==> config.mk <==
export PLATFORM = sky130hd
export DESIGN_NAME = gated_edge_counter
export DESIGN_NICKNAME = d
export VERILOG_FILES = /design/src/rtl/gated_edge_counter.sv
export SDC_FILE = /design/constraint.sdc
export NUM_CORES = 1
export LEC_CHECK = 0
export ABC_AREA = 1
export CAP_MARGIN = 10
export CORE_MARGIN = 2
export CORE_UTILIZATION = 40
export CTS_CLUSTER_SIZE = 40
export DETAILED_ROUTE_END_ITERATION = 8
export GPL_TIMING_DRIVEN = 0
export PLACE_DENSITY = 0.61
export SLEW_MARGIN = 20
export SYNTH_ARGS = -nofsm -noshare
export SYNTH_HDL_FRONTEND = slang
export SYNTH_SLANG_ARGS = --single-unit
==> constraint.sdc <==
create_clock -name clk_i -period 1.6 [get_ports clk_i]
set_input_delay 0.16 -clock clk_i [delete_from_list [all_inputs] [get_ports clk_i]]
set_output_delay 0.16 -clock clk_i [all_outputs]
set_load 0.05 [all_outputs]
==> src/rtl/gated_edge_counter.sv <==
// Gated rising-edge counter: counts edges of clean_i over a programmable gate window
// and hands each measurement to the consumer through a valid/ready handshake.
module gated_edge_counter #(
  parameter int unsigned CNT_WIDTH  = 16,
  parameter int unsigned GATE_WIDTH = 20
) (
  input  logic                  clk_i,
  input  logic                  rst_n_i,
  input  logic                  clean_i,
  input  logic                  enable_i,
  input  logic [GATE_WIDTH-1:0] gate_len_i,
  output logic [CNT_WIDTH-1:0]  count_o,
  output logic                  overflow_o,
  output logic                  valid_o,
  input  logic                  ready_i,
  output logic                  busy_o
);

  typedef enum logic [1:0] {
    IDLE,
    ARM,
    GATE,
    HOLD
  } state_t;

  state_t                 state;
  logic [CNT_WIDTH-1:0]   edge_cnt;
  logic                   ovf_sticky;
  logic [GATE_WIDTH-1:0]  timer;
  logic                   clean_prev;

  logic                   rise;
  logic [CNT_WIDTH-1:0]   cnt_next;
  logic                   ovf_next;
  logic [GATE_WIDTH-1:0]  timer_load;

  assign rise       = clean_i & ~clean_prev;
  // A zero gate length behaves as a one-cycle gate.
  assign timer_load = (gate_len_i == '0) ? '0 : gate_len_i - GATE_WIDTH'(1);

  // NOTE: every signal written here gets a default first, so no latch is inferred.
  always_comb begin
    cnt_next = edge_cnt;
    ovf_next = ovf_sticky;
    if (rise) begin
      if (&edge_cnt) ovf_next = 1'b1;
      else           cnt_next = edge_cnt + CNT_WIDTH'(1);
    end
  end

  // NOTE: state is updated with non-blocking assignments so every register samples
  // pre-edge values regardless of statement order.
  always_ff @(posedge clk_i) begin
    if (!rst_n_i) begin
      state      <= IDLE;
      edge_cnt   <= '0;
      ovf_sticky <= 1'b0;
      timer      <= '0;
      clean_prev <= 1'b0;
      count_o    <= '0;
      overflow_o <= 1'b0;
      valid_o    <= 1'b0;
      busy_o     <= 1'b0;
    end else begin
      clean_prev <= clean_i;
      case (state)
        IDLE: begin
          if (enable_i) begin
            state  <= ARM;
            busy_o <= 1'b1;
          end
        end
        ARM: begin
          edge_cnt   <= '0;
          ovf_sticky <= 1'b0;
          timer      <= timer_load;
          state      <= GATE;
        end
        GATE: begin
          if (!enable_i) begin
            state  <= IDLE;
            busy_o <= 1'b0;
          end else begin
            edge_cnt   <= cnt_next;
            ovf_sticky <= ovf_next;
            if (timer == '0) begin
              // Final gate cycle: its own rise is already folded into cnt_next.
              state      <= HOLD;
              busy_o     <= 1'b0;
              valid_o    <= 1'b1;
              count_o    <= cnt_next;
              overflow_o <= ovf_next;
            end else begin
              timer <= timer - GATE_WIDTH'(1);
            end
          end
        end
        HOLD: begin
          if (ready_i) begin
            valid_o <= 1'b0;
            if (enable_i) begin
              state  <= ARM;
              busy_o <= 1'b1;
            end else begin
              state  <= IDLE;
            end
          end
        end
        default: begin
          state  <= IDLE;
          busy_o <= 1'b0;
        end
      endcase
    end
  end

endmodule

# Word-level counts from Yosys, hierarchy flattened
# Index checks and enable logic that the tools add are counted.
# totals
register_bits,59
inputBits,25
word_cells,63
# op_classes
addsub,3
n_eq_ne,9
mux,27
bitwise_logic,2
reduce_logical,13
# op_table
cell,n
20-bit two-way mux,3
16-bit two-way mux,3
20-bit zero test,2
20-bit one-hot mux with 2 select lines,1
20-bit by 1-bit subtractor with 20-bit output (second input constant),2
16-bit one-hot mux with 2 select lines,1
16-bit by 1-bit adder with 16-bit output (second input constant),1
16-bit AND reduction,1
3-bit AND reduction,4
1-bit two-way mux,11
2-bit inequality test (second input constant),5
2-bit two-way mux,4
2-bit one-hot mux with 4 select lines,1
2-bit == test (second input constant),2
1-bit one-hot mux with 2 select lines,2
4-bit AND reduction,1
2-bit nonzero test,2
3-bit inequality test (second input constant),1
1-bit one-hot mux with 3 select lines,1
3-bit nonzero test,1
2-bit by 1-bit == test with 1-bit output (second input constant),1
2-bit zero test,1
2-bit AND reduction,1
1-bit AND,1
1-bit inverter,1

# Depth between registers and ports, before layout
# depth
ltp_word,5
mapped_depth,12
ltp_nobuf,11

# Worst setup path before layout
# Ideal clock, no wire load.
# synth_path
kind,register to register
startpoint,register timer[0]
endpoint,register timer[15]
setup_ps,109
t_arrival_ps,1436
path_slack_ps,55
path_stages_with_launch,13
path_buffers,1
synth_period_minus_slack_ps,1545
cell_sequence,dfxtp_1 inv_1 ha_1 nand2_1 nor2_1 nand3_1 nand2_2 nand2_2 buf_6 o21ai_0 inv_2 nand2_1 inv_1
# synth_between
elab_chain_cells,4
elab_cells_between_ends,7
classes_between,1 x add/sub; 1 x eq/ne; 3 x mux; 2 x reduce/logical
# synth_rtl
item,line_no,rtl
"start, declared",29,logic [GATE_WIDTH-1:0] timer;
"start signal, assigned",76,timer <= timer_load;
"start signal, assigned",94,timer <= timer - GATE_WIDTH'(1);
20-bit by 1-bit subtractor with 20-bit output,94,
20-bit two-way mux,86,if (timer == '0) begin
20-bit two-way mux,80,if (!enable_i) begin
20-bit one-hot mux with 2 select lines,66,case (state)
# Parallel ways exist; a longest one is shown, timed or not. The select of a mux whose other input is x is not followed.
# A chain may end at the register's enable or synchronous reset.

# Final worst setup path
# layout_path
startpoint,register timer[1]
endpoint,register timer[8]
# The elaborated chain is that of the path after synthesis.

==> impl_metrics.env <==
export IMPL_outcome="finished clean"
export IMPL_finalSetupTns_ns=0
export IMPL_fillers=898
export IMPL_crit_chain="inv_4 -> ha_4 -> nand2_4 -> nor2_4 -> nand3_2 -> nand2_2 -> nand2_2 -> buf_6 -> buf_4 -> o21ai_1 -> a21oi_1"
export IMPL_worst_setup_path_start_kind="register"
export IMPL_switching_share=0.343
export IMPL_worst_setup_path_end_kind="register"
export IMPL_most_common_layout_cells="141 x nand2_1, 90 x nor2_1, 55 x inv_1"
export IMPL_antenna_found_initial=0
export IMPL_ir_drop_uv=534
export IMPL_combPwrFrac=0.289
export IMPL_synth_distinct_cells=33
export IMPL_met3_length_um=830
export IMPL_leakage_uw=0.00239
export IMPL_route_detailed_drc=0
export IMPL_synthCells=636
export IMPL_io_buffers=43
export IMPL_dp_hpwl_um=8250
export IMPL_final_common_cell="nand2_1"
export IMPL_path_clk_slew_ns=0.07
export IMPL_synth_warnings=0
export IMPL_drtAntennaViolNets=0
export IMPL_slew_headroom=0.557
export IMPL_tightest_slew_ns=0.665
export IMPL_numPlacedInstances=808
export IMPL_num_vias=4409
export IMPL_clkPwrFrac=0.327
export IMPL_fin_nets=755
export IMPL_finalCritPeriodShare=0.990
export IMPL_die_w_um=103
export IMPL_clk_path_buf_depth=2
export IMPL_drive_gt1_frac=0.241
export IMPL_hold_viol_final=0
export IMPL_power_switching_uw=1460
export IMPL_clkLatencyLatePin_ns=0.35
export IMPL_cts_sinks=59
export IMPL_rows=35
export IMPL_cp_required_ns=1.84
export IMPL_gp_congestion=0.949
export IMPL_top_layer="met4"
export IMPL_clock_skew_ns=0.00976
export IMPL_synthArstFlopShare=0
export IMPL_holdWs_ns=0.279
export IMPL_critPathArrivalTime_ns=1.83
export IMPL_p_total_uw=4250
export IMPL_synthToLayoutAreaGrowth_pct=38.8
export IMPL_met1_length_um=5870
export IMPL_firstDrtPassIters=5
export IMPL_initial_core_util=0.417
export IMPL_wl_per_cell_um=13.8
export IMPL_die_h_um=103
export IMPL_ys_seq_area_frac=0.304
export IMPL_viasPerCell=5.13
export IMPL_final_util=0.579
export IMPL_criticalPathCategory="register to register"
export IMPL_grt_use_total=0.235
export IMPL_maxCapViolCount=0
export IMPL_cts_root_buffer="clkbuf_8"
export IMPL_grt_pass1_wl_um=19300
export IMPL_wl_met2_um=5030
export IMPL_period_minus_slack_ns=1.58
export IMPL_finalSetupViolations=0
export IMPL_synth_nets=666
export IMPL_htreeDepth=3
export IMPL_seq_power_share=0.384
export IMPL_yosys_most_used_dff="dfxtp_1"
export IMPL_syn_area_um2=3890
export IMPL_slew_viol_final=0
export IMPL_cp_buffers_inverters=3
export IMPL_worst_path_max_fanout=7
export IMPL_globalRouteOverflowTotal=0
export IMPL_synth_seq_cells=59
export IMPL_first_iter_violations=241
export IMPL_crit_family="simple AND/OR/NAND/NOR gates"
export IMPL_cts_made_buffers=9
export IMPL_totalWireLength_um=11900
export IMPL_fin_cells=859
export IMPL_pin_count=44
export IMPL_antennaDiodeCount=0
export IMPL_grt_pass1_vias=4054
export IMPL_crit_path_max_incr_delay_ns=0.36
export IMPL_core_um2=9330
export IMPL_crit_slowest_cell="dfxtp_4"
export IMPL_path_common_cell="nand2_2"
export IMPL_synth_edf_count=0
export IMPL_internal_power_uw=2790
export IMPL_syn_avg_cell_area_um2=6.11
export IMPL_max_freq_mhz=631
export IMPL_grt_max_degree=11
export IMPL_cts_tree="yes"
export IMPL_grt_setup_unrepaired="true"
export IMPL_p_per_area_nw_per_um2=788
export IMPL_hold_path_class="input pin to register"
export IMPL_dieArea_um2=10500
-- area by class of cell --
type                       instances  area [µm²]  share of cell area
multi-input combinational        491        2740               0.507
sequential                        59        1210               0.224
timing repair buffer              77         692               0.128
inverter                          69         272              0.0503
tap                              129         161              0.0299
clock buffer                      11         141              0.0262
buffer                            18         130              0.0241
clock inverter                     5        52.6             0.00974
-- metrics by stage --
stage	setup WS (ns)	area, µm²
floorplan	0.0551	3890
global placement	-0.481	4480
detailed placement	-0.464	4480
CTS	0.00113	5000
global route	-0.0532	5400
finish	0.0159	5400
-- path summary, 6_finish.rpt --
| path | startpoint | to | slack, ns | cells after the start |
|---|---|---|---|---|
| min reg2reg | busy_o | busy_o | 0.44 | 2 |
| min | gate_len_i[8] | timer[8] | 0.28 | 4 |
| max reg2reg | timer[1] | timer[8] | 0.02 | 11 |
| max | timer[1] | timer[8] | 0.02 | 11 |
-- logic make-up (layout without fill, tap and decap cells) --
logic type / Yosys count / in the layout / synth area share
AO/OA/AOI/OAI: 103 / 103 / 0.135
flip-flops: 59 / 59 / 0.304
buffers and inverters: 87 / 180 / 0.0917
XOR/XNOR: 21 / 21 / 0.0473
adder cells (fa/ha/maj): 5 / 5 / 0.0161
AND/OR/NAND/NOR: 361 / 362 / 0.406
-- flip-flops by register name, summed over array words and instances (netlist names) --
register	flops
timer	20
overflow_o	1
valid_o	1
edge_cnt	16
ovf_sticky	1
state	2
clean_prev	1
busy_o	1
count_o	16
-- Yosys cell counts (5+ instances only) --
cell,number,area (µm²)
nand2_1,150,563
nor2_1,111,417
inv_1,61,229
dfxtp_1,59,1180
nand3_1,57,285
a21oi_1,42,210
o21ai_0,37,185
o21ai_1,19,95.1
xor2_1,14,123
nand4_1,12,75.1
clkbuf_1,8,30.0
nor2_2,7,43.8
xnor2_1,7,61.3
buf_2,6,30.0
inv_2,6,22.5
ha_1,5,62.6
nand2_2,5,31.3
-- power groups by stage --
stage                     clock network [µW]  registers (µW)  logic (µW)
after floorplan                            0            1640         637
after global placement                     0            1630         914
after detailed placement                   0            1640         922
after CTS                               1410            1620        1060
after global routing                    1480            1640        1350
final                                   1390            1630        1230
-- tightest hold or removal path: cells and delay by family --
kind            cells  cell delay [ns]
compound gates      1             0.06
xor+xnor            1             0.11
buf+inv             1             0.20
simple gates        1             0.07
-- per-layer routing --
layer	vias to the layer above	track usage
li1	2234	-
met1	2025	0.350
met2	134	0.342
met3	16	0.0495
met4	0	0.0656
met5	-	0
-- repair_timing --
action	4_1_cts	5_1_grt
pin swaps	16	28
cloned	3	0
setup endpoints to repair	72	56
hold buffers	0	0
buffers inserted	21	11
resized for setup	73	109
hold endpoints to repair	0	0
No activity file was read; power rests on OpenSTA's default activity.
==> variant 1 (config.mk and constraints unchanged) <==
Re-encode `state_t` (4 states) as one-hot, 4 bits wide.
--- a/src/rtl/gated_edge_counter.sv
+++ b/src/rtl/gated_edge_counter.sv
@@ -18,7 +18,7 @@
 
-  typedef enum logic [1:0] {
-    IDLE,
-    ARM,
-    GATE,
-    HOLD
+  typedef enum logic [3:0] {
+    IDLE = 4'b0001,
+    ARM  = 4'b0010,
+    GATE = 4'b0100,
+    HOLD = 4'b1000
   } state_t;
Formal check against the unedited RTL: same outputs for any inputs over 10 cycles, from zero or initial values and one cycle with rst_n_i low; not proved beyond that.
==> variant 1 against the original RTL <==
  * Via count grew 1.5%
  * Hold slack gained 0.056 ns
  * Worst setup slack improved by 0.0054 ns
  * Core utilization fell by 0.23 points
  * Die area is 4.4% higher
  * Non-clock buffer count down 5
  * Area after synthesis up 4.6%
  * Final cell count grew 3.7%
  * Power increased by 24%
  * Routed wire length is 7.4% higher
  * Design area is 4.8% higher
  * Sequential cell count is 2 higher
  * Highest routed layer unchanged
==> variant 1: results (changes against the original RTL) <==
Parameter                              Value

Worst setup path
  FF-to-FF path depth    9 (was 11)
  Arrival time of data at the critical path endpoint    1.86 ns (was 1.83 ns)
  Worst-path maximum fanout    4 (was 7)

Global route
  Number of global-route vias before repair    4017 (was 4054)
  Wire length of the first global-routing pass    20000 um (was 19300 um)
  Global router's overall resource usage    0.228 (was 0.235)
  M2 GR Usage    0.329 (was 0.342)
  Largest net degree at the start of global routing    12 (was 11)

Route
  Vias per cell    5.02 (was 5.13)
  DRT Wirelength    12800 um (was 11900 um)
  Routed length on met2    5620 um (was 5030 um)
  Wire length on met3    793 um (was 830 um)

Power
  Leak Pwr    2.64 nW (was 2.39 nW)
  Max IR drop VDD    0.000529 V (was 0.000534 V)
  Combinational power share    0.330 (was 0.289)

Final layout
  Layout filler cell count    1017 (was 898)
  Fraction of final layout cells with drive strength greater than 1    0.248 (was 0.241)
  Nets    783 (was 755)

Status
  Run status    complete, no violations (unchanged)

Placement
  Worst Setup Slack post-DPL    -0.483 ns (was -0.464 ns)
  DPL Wire Length    8760 um (was 8250 um)
  Placed Instances    847 (was 808)

Clock tree
  Count of instances resized after the clock tree is built    56 (was 73)

Synthesis
  Avg Inst Size Synth    6.06 sq um (was 6.11 sq um)
  Ranking of synthesized cells by area    dfxtp_1 30%, nand2_1 14%, nor2_1 11%, nand3_1 7.9%, inv_1 7.6% (was dfxtp_1 30%, nand2_1 14%, nor2_1 11%, nand3_1 7.3%, inv_1 5.9%)
  Post-synthesis compound-gate area fraction    0.130 (was 0.135)
  Sequential fraction of the synthesis area    0.300 (was 0.304)
==> variant 1: changes by cell type after synthesis, sizes merged, moves of 2 or more <==
cell	before	now
nand4	14	11
dfxtp	59	61
inv	67	87
nor2	123	133
o21ai	56	60
xor2	14	16
a21oi	42	37
nand3	57	64
clkinv	2	0
==> variant 1: critical path, stage by stage, from the launching register on <==
cell and delay (ns):
dfxtp_4 0.37, ha_4 0.16, nand2_4 0.05, nor2_4 0.20, nand2_2 0.12, nor2_4 0.18
nand3_2 0.13, nand3_2 0.12, nand2_1 0.05, a21oi_1 0.11
==> variant 1: cell type report <==
| type | count | area, sq um | area share |
|---|---|---|---|
| multi-input cells | 504 | 2820 | 0.499 |
| clock buffers | 13 | 169 | 0.0299 |
| well taps | 133 | 166 | 0.0294 |
| inverters | 87 | 334 | 0.0590 |
| flip-flops and latches | 61 | 1250 | 0.222 |
| clock inverters | 3 | 90.1 | 0.0159 |
| repair buffers | 73 | 683 | 0.121 |
| plain buffers | 17 | 136 | 0.0241 |
==> variant 1: final timing paths <==
| check | to | slack [ns] | from |
|---|---|---|---|
| max reg2reg | edge_cnt[15]$_SDFFE_PN0P_ | 0.02 | edge_cnt[1]$_SDFFE_PN0P_ |
| min | timer[11]$_SDFFE_PN0P_ | 0.34 | gate_len_i[11] |
| min reg2reg | busy_o$_SDFFE_PN0P_ | 0.48 | busy_o$_SDFFE_PN0P_ |
| max | edge_cnt[15]$_SDFFE_PN0P_ | 0.02 | edge_cnt[1]$_SDFFE_PN0P_ |
==> variant 1: per-stage QoR <==
step | instance area (sq um) | total power [W]
2_1_floorplan | 4070 | 0.00270
3_3_place_gp | 4670 | 0.00306
3_5_place_dp | 4670 | 0.00307
4_1_cts | 5090 | 0.00500
5_1_grt | 5660 | 0.00556
6_report | 5660 | 0.00526
==> variant 2 (same flow settings) <==
Without the edit above. Set the parameter `CNT_WIDTH` to 12 (it was 16).
--- a/src/rtl/gated_edge_counter.sv
+++ b/src/rtl/gated_edge_counter.sv
@@ -3,3 +3,3 @@
 module gated_edge_counter #(
-  parameter int unsigned CNT_WIDTH  = 16,
+  parameter int unsigned CNT_WIDTH  = 12,
   parameter int unsigned GATE_WIDTH = 20
Interface: changed (resized count_o); port bits go from 44 to 40. No check against the original RTL was run, so the function may have changed too.
==> variant 2 against the original RTL <==
  * The flow now finishes with violations (negative setup slack)
  * Clock power down 46%
  * Power down 24%
  * Area after synthesis down 9.6%
  * Count of clock-buffer cells in the layout down 6
  * Fmax down 4.8%
  * Design area down 16%
  * Routed wire length down 18%
  * Sequential share of layout area up 0.21 points
  * Sequential cell count down 8
  * Worst setup slack worse by 0.079 ns
  * Critical endpoint is now timer[4]$_SDFFE_PN0P_
  * Largest cell class unchanged
==> variant 2: results (changes against the original RTL) <==
Parameter                              Value

Status
  Run status    complete, but fails checks (was complete, no violations)
  Violated checks    negative setup slack

Placement
  DPL Wire Length    7220 um (was 8250 um)
  Placed Instances    735 (was 808)
  Last weighted congestion value of the routability-driven placer    0.853 (was 0.949)

Final layout
  Largest registers    timer x20, count_o x12, edge_cnt x12 (was timer x20, count_o x16, edge_cnt x16)
  Nets    682 (was 755)
  Layout filler cell count    885 (was 898)

Power
  Max IR drop VDD    0.000342 V (was 0.000534 V)
  Clock group    0.000746 W (was 0.00139 W)
  Sw Pwr    0.00118 W (was 0.00146 W)
  P_seq    0.00141 W (was 0.00163 W)

Synthesis
  Arithmetic-cell share of the synthesized area counting full adders, half adders and majority gates    0.0178 (was 0.0161)
  Ranking of synthesized cells by area    dfxtp_1 29%, nand2_1 15%, nor2_1 12%, nand3_1 8.7%, inv_1 7.9% (was dfxtp_1 30%, nand2_1 14%, nor2_1 11%, nand3_1 7.3%, inv_1 5.9%)
  Avg Inst Size Synth    5.97 sq um (was 6.11 sq um)
  Post-synthesis compound-gate area fraction    0.121 (was 0.135)
  Commonest cells post-synth    139 x nand2_1, 115 x nor2_1, 74 x inv_1, 61 x nand3_1, 51 x dfxtp_1 (was 150 x nand2_1, 111 x nor2_1, 61 x inv_1, 59 x dfxtp_1, 57 x nand3_1)
  Xor and xnor fraction of the mapped netlist area    0.0399 (was 0.0473)

Global route
  Wire length of the first global-routing pass    16300 um (was 19300 um)
  Largest net degree at the start of global routing    16 (was 11)

Clock tree
  Clock-pin slew reported for the worst setup and hold paths after clock tree synthesis    0.09 ns (was 0.07 ns)
  Clock insertion delay at the later pin of the skew report    0.32 ns (was 0.35 ns)
  Max H-tree Level    2 (was 3)
  Cts bufs inserted    5 (was 9)

Timing
  PnR worst setup slack    -0.0632 ns (was 0.0159 ns)
  Slew of the pin with the lowest slew margin    0.683 ns (was 0.665 ns)
  Maximum clock skew at final layout    0.0171 ns (was 0.00976 ns)
  Number of setup violations in the final report    25 (was 0)

Worst setup path
  Arrival time of data at the critical path endpoint    1.87 ns (was 1.83 ns)
  Worst-path maximum fanout    6 (was 7)

Route
  Met1 wire length    4610 um (was 5870 um)
  Wire per inst    12.9 um (was 13.8 um)
  Routed length on met2    4500 um (was 5030 um)
variant 2: final cells by class:
type,count,share of cell area
multi-input cells,447,0.515
flip-flops and latches,51,0.227
repair buffers,55,0.123
inverters,79,0.0658
well taps,108,0.0298
plain buffers,13,0.0216
clock buffers,5,0.0152
clock inverters,2,0.00304
variant 2: worst paths after layout:
kind,startpoint,end,slack (ns),cells after the start
min,rst_n_i,timer[16]$_SDFFE_PN0P_,0.18,5
min reg2reg,busy_o$_SDFFE_PN0P_,busy_o$_SDFFE_PN0P_,0.45,2
max reg2reg,timer[0]$_SDFFE_PN0P_,timer[4]$_SDFFE_PN0P_,-0.06,12
max,timer[0]$_SDFFE_PN0P_,timer[4]$_SDFFE_PN0P_,-0.06,12
variant 2: tightest hold or removal path: cells and delay by family:
family                 cells  cell delay, ns
AND/OR/NAND/NOR            2            0.09
buffers and inverters      3            0.21
variant 2: what timing repair did:
action	in CTS	in global routing
setup endpoints to repair	60	50
cloned	4	1
setup buffers	13	2
pin swaps	23	19
gates resized for setup	67	40
